### src/rtl/ids_bus_pkg.sv
// ids_bus_pkg: shared enums and size encodings for the IDS bus arbiter
package ids_bus_pkg;
    typedef enum logic {ARB_FIXED = 1'b0, ARB_RR = 1'b1} arb_mode_e;
    typedef enum logic {IDLE = 1'b0, OWNED = 1'b1} arb_state_e;
    localparam logic [3:0] SIZE_B = 4'b0001;
    localparam logic [3:0] SIZE_H = 4'b0011;
    localparam logic [3:0] SIZE_W = 4'b1111;
endpackage

### src/rtl/ids_rr_picker.sv
// ids_rr_picker: combinational N-way picker searching from ptr+1 with wrap-around
module ids_rr_picker
    import ids_bus_pkg::*;
#(
    parameter int N = 4,
    localparam int IW = N > 1 ? $clog2(N) : 1
) (
    input  logic [N-1:0]  req,
    input  logic [IW-1:0] ptr,
    output logic [N-1:0]  gnt,
    output logic [IW-1:0] idx,
    output logic          any
);
    // scan the search order backwards so the first hit after ptr is the last one written
    always_comb begin
        idx = '0;
        for (int i = N; i >= 1; i--)
            if (req[(int'(ptr) + i) % N]) idx = IW'((int'(ptr) + i) % N);
        any = |req;
        gnt = any ? N'(1) << idx : '0;
    end
endmodule

### src/rtl/ids_bus_arb.sv
// ids_bus_arb: N-master arbiter with fixed/round-robin selection and hold-limit pre-emption
module ids_bus_arb
    import ids_bus_pkg::*;
#(
    parameter int XLEN = 32,
    parameter int N_MASTERS = 4,
    parameter int ARB_MODE = 1,
    parameter int MAX_HOLD = 16,
    localparam int OW = N_MASTERS > 1 ? $clog2(N_MASTERS) : 1,
    localparam int HW = MAX_HOLD > 0 ? $clog2(MAX_HOLD + 1) : 1
) (
    input  logic                      i_clk,
    input  logic                      i_rst,
    input  logic [N_MASTERS-1:0]      i_req,
    output logic [N_MASTERS-1:0]      o_gnt,
    input  logic [N_MASTERS*XLEN-1:0] i_m_addr,
    input  logic [N_MASTERS*XLEN-1:0] i_m_wdata,
    input  logic [N_MASTERS*4-1:0]    i_m_size,
    input  logic [N_MASTERS-1:0]      i_m_read,
    input  logic [N_MASTERS-1:0]      i_m_write,
    output logic [XLEN-1:0]           o_m_rdata,
    output logic [N_MASTERS-1:0]      o_m_rvalid,
    output logic [XLEN-1:0]           o_s_addr,
    output logic [XLEN-1:0]           o_s_wdata,
    output logic [3:0]                o_s_size,
    output logic                      o_s_read,
    output logic                      o_s_write,
    input  logic [XLEN-1:0]           i_s_rdata,
    output logic [OW-1:0]             o_owner,
    output logic                      o_busy
);
    arb_state_e state_q, state_d;
    logic [N_MASTERS-1:0] gnt_q, gnt_d, rd_owner_q, pick_req, pick_gnt, others;
    logic [OW-1:0] owner_q, owner_d, rr_ptr_q, rr_ptr_d, pick_idx, pick_ptr;
    logic [HW-1:0] hold_q, hold_d;
    logic pick_any, expired, keep;

    ids_rr_picker #(.N(N_MASTERS)) u_pick (
        .req(pick_req),
        .ptr(pick_ptr),
        .gnt(pick_gnt),
        .idx(pick_idx),
        .any(pick_any)
    );

    // next grant: keep the owner unless it releases or its hold expires while others wait
    always_comb begin
        others = i_req & ~gnt_q;
        pick_req = state_q == OWNED ? others : i_req;
        pick_ptr = ARB_MODE == int'(ARB_RR) ? rr_ptr_q : OW'(N_MASTERS - 1);
        expired = MAX_HOLD != 0 && int'(hold_q) >= MAX_HOLD - 1;
        keep = state_q == OWNED && i_req[owner_q] && !(expired && |others);
        state_d = keep || pick_any ? OWNED : IDLE;
        gnt_d = keep ? gnt_q : pick_gnt;
        owner_d = keep ? owner_q : pick_idx;
        rr_ptr_d = !keep && pick_any ? pick_idx : rr_ptr_q;
        hold_d = keep ? (int'(hold_q) < MAX_HOLD ? hold_q + 1'b1 : hold_q) : '0;
    end

    // arbitration state and read-return owner registers
    always_ff @(posedge i_clk or posedge i_rst) begin
        if (i_rst) begin
            state_q <= IDLE;
            gnt_q <= '0;
            owner_q <= '0;
            rr_ptr_q <= OW'(N_MASTERS - 1);
            hold_q <= '0;
            rd_owner_q <= '0;
        end else begin
            state_q <= state_d;
            gnt_q <= gnt_d;
            owner_q <= owner_d;
            rr_ptr_q <= rr_ptr_d;
            hold_q <= hold_d;
            rd_owner_q <= gnt_q & i_m_read;
        end
    end

    assign o_gnt = gnt_q;
    assign o_owner = owner_q;
    assign o_busy = |gnt_q;
    assign o_m_rvalid = rd_owner_q;
    assign o_m_rdata = i_s_rdata;
    assign o_s_read = |(gnt_q & i_m_read);
    assign o_s_write = |(gnt_q & i_m_write);
    assign o_s_addr = o_busy ? i_m_addr[owner_q*XLEN +: XLEN] : '0;
    assign o_s_wdata = o_busy ? i_m_wdata[owner_q*XLEN +: XLEN] : '0;
    assign o_s_size = o_busy ? i_m_size[owner_q*4 +: 4] : '0;
endmodule

### config.mk
export PLATFORM = sky130hd
export DESIGN_NAME = ids_bus_arb
export DESIGN_NICKNAME = d
export VERILOG_FILES = /design/src/rtl/ids_bus_pkg.sv /design/src/rtl/ids_rr_picker.sv /design/src/rtl/ids_bus_arb.sv
export SDC_FILE = /design/constraint.sdc
export NUM_CORES = 1
export LEC_CHECK = 0
export ABC_AREA = 1
export CAP_MARGIN = 20
export CORE_AREA = 2 2 167 169
export DETAILED_ROUTE_END_ITERATION = 10
export DIE_AREA = 0 0 169 171
export PLACE_DENSITY = 0.54
export SETUP_SLACK_MARGIN = 0.02
export SYNTH_ARGS = -nofsm -noshare
export SYNTH_HDL_FRONTEND = slang
export SYNTH_HIERARCHICAL = 1
export SYNTH_SLANG_ARGS = --single-unit
### constraint.sdc
create_clock -name i_clk -period 1.9 [get_ports i_clk]
set_input_delay 0.38 -clock i_clk [delete_from_list [all_inputs] [get_ports i_clk]]
set_output_delay 0.38 -clock i_clk [all_outputs]
set_load 0.01 [all_outputs]
==> results.toml <==
[cts]
cts_tree = "built"
cts_buffers = 3
clockBufferDepth = 2
h-tree-depth = 1
clk_pin_slew_worst_paths_ps = 50
clock_latency_ps = 250
cts_sinks = 18
cts_root_buf = "clkbuf_16"

[layout]
layout_commonest_cell = "clkdlybuf4s50_1"
drive_gt1_frac = 0.3799
fin_util = 0.3670
seqCellArea_um2 = 459.2
layout.nets = 1458
n_fill_cell = 2847
multi_input_area_um2 = 3635
area_growth_pct = 172.2
layout_common_cells = "289 x clkdlybuf4s50_1, 164 x nor2_1, 81 x o21ai_1"

[detailed_routing]
drc_errors = 0
antenna_left = 0
drtPass1Iterations = 5
viasPerCell = 4.334
drt-initial-drc-count = 218
vias = 6432
avgRoutedWirePerCell_um = 17.98
wirelength_um = 26690

[timing]
max_freq_ghz = 0.4774
slew_violations = 0
rsz0062_at_grt = "true"
finalCriticalPeriod_ps = 2095
final.setup.tns_ps = -9313
tightest_slew_ps = 277.5
setup_viol = 69
finalHoldViolations = 0
slew_headroom = 0.8130
post-route-period-util = 1.102
finalClockSkew_ps = 1.154
worst_slack_ps = -194.6

[pwr]
max-vdd-ir-drop_mv = 0.5886
powerDensity_nw_per_um2 = 1565
leakage_nw = 4.107

[global_routing]
grt_start_max_net_pins = 27
grt_usage = 0.1608
grt_pass1_wl_um = 35970
antenna_found_initial = 1
grt_overflow_total = 0
grt_pass1_vias = 6206

[yosys]
synth-simple-area-share = 0.4037
netlist_area_um2 = 3685
synth_compound_area_frac = 0.2968
synthMuxAreaShare = 0
yosys.area_share.adder = 0.006791
synthXorXnorAreaFrac = 0.007131
yosysUniqueCellTypes = 22
seq_area_frac_synth = 0.1229
syn_nets = 1048
ys_ff_latch = 18
avgSynthCellArea_um2 = 5.062
synth_top_family_by_area = "simple AND/OR/NAND/NOR gates"
yosys_warnings = 6
syn_inst = 728

[critical_path]
end_kind = "primary output"
worstPathMaxFanout = 8
cpMostUsedCell = "buf_12"
cp-start-kind = "flip-flop"
rr_startpoint = "hold_q[0]$_DFFE_PP0P_"
crit_family = "buffers and inverters"
cpPeakStageDelay_ps = 500
critPathArrivalTime_ps = 1710
crit_chain = "buf_8 -> clkinv_8 -> buf_12 -> buf_12 -> buf_16 -> o21ai_2 -> a21oi_2 -> buf_2"
cp.buffers_inverters = 6
cp.required_ps = 1520
path_class = "reg -> out"
crit_start = "o_owner[0]$_DFFE_PP0N_"
cpMaxStageDelayCell = "dfrtp_4"

[die]
coreArea_um2 = 27320
die_w_um = 169
rows = 61
die_h_um = 171
start_util = 0.1349
num_io_pins = 431
die_area_um2 = 28900

[worst_hold_path]
holdCritPathClass = "in -> async"

[outcome]
status = "complete, but fails checks"
violations = "setup timing"

[place]
port_buffers = 366
dp_hpwl_um = 17400
globalplace.congestion = 0.8410

[flow_run]
drv_cap = 0
## registers in the layout, indices dropped and copies added (netlist names)
name        count
pick_ptr        2
o_owner         2
o_m_rvalid      4
state_q         1
hold_q          5
o_gnt           4
## layer usage
layer  GRT usage  up-vias  wire length [um]
met5           0        -                 0
met4     0.03790        0               632
met3     0.03331       45              1790
met2      0.2833      277             13380
met1      0.2008     2952             10890
li1            -     3158                 -
## final timing paths
kind                                           end  slack (ps)  cells past startpoint
setup / recovery                     o_s_wdata[30]        -190                      8
hold / removal               hold_q[4]$_DFFE_PP0P_         360                      2
setup reg to reg           pick_ptr[1]$_DFFE_PP1P_         150                     11
hold reg to reg            pick_ptr[1]$_DFFE_PP1P_         530                      2
max in group asynchronous    hold_q[3]$_DFFE_PP0P_        1160                      3
min in group i_clk         pick_ptr[1]$_DFFE_PP1P_         530                      2
## power breakdown
group	switching (mW)	total (mW)	leakage [nW]	internal (mW)
clock network	0.141	0.461	0.0442	0.320
registers	0.171	0.710	0.226	0.539
logic	7.33	14.5	3.84	7.19
## worst register-to-register path: stages, from the launching register on
cell,delay [ps]
dfrtp_1,410
ha_2,200
and3_1,180
ha_1,180
nor2_2,90
nand2_1,90
nand2_1,80
nand2_1,80
buf_12,160
nand2_1,90
nand2_1,60
nand2_1,60
## cell type report
type                            count  share of cell area
Timing Repair Buffer              490              0.5269
Sequential cell                    18             0.04579
Multi-Input combinational cell    598              0.3624
Clock buffer                        4            0.008858
Antenna cell                        1           0.0002495
Timing Repair inverter              1            0.001123
Inverter                           26             0.01148
Tap cell                          346             0.04317
## Yosys cell counts (all sizes together)
| library cell | number | area [um^2] |
|---|---|---|
| nor4 | 1 | 21.27 |
| xor2 | 3 | 26.28 |
| and3 | 1 | 6.260 |
| nand4 | 5 | 31.28 |
| inv | 26 | 97.60 |
| dfrtp | 16 | 400.4 |
| nand3 | 11 | 55.05 |
| nor2 | 286 | 1081 |
| a21oi | 71 | 355.3 |
| ha | 2 | 25.02 |
| buf | 67 | 430.4 |
| nand2 | 72 | 292.8 |
| a21boi | 3 | 22.52 |
| clkbuf | 19 | 71.32 |
| o21ai | 143 | 715.7 |
| dfstp | 2 | 52.55 |
## stage by stage
step	setup WS (ps)	hold WS (ps)	area (um^2)	instances	power (mW)
6_report	-194.6	363.2	10030	1484	15.70
3_5_place_dp	-456.0	506.1	7949	1419	10.97
2_1_floorplan	197.9	317.1	3685	728	5.612
3_3_place_gp	-450.7	497.6	7949	1419	10.99
4_1_cts	-237.3	383.0	9051	1470	13.82
5_1_grt	-262.1	397.6	10030	1484	16.76
## logic make-up after synthesis
kind of cell    Yosys count
xor+xnor                  3
compound gates          217
fa+ha+maj                 2
buf+inv                 112
flops                    18
simple gates            376
## what timing repair did
action / 4_1_cts / 5_1_grt
gates resized for setup: 502 / 279
pin swaps: 59 / 112
setup buffers: 29 / 12
hold buffers: 0 / 0
gates cloned: 18 / 7
setup endpoints to repair: 77 / 78
No activity file was read; power rests on OpenSTA's default activity.
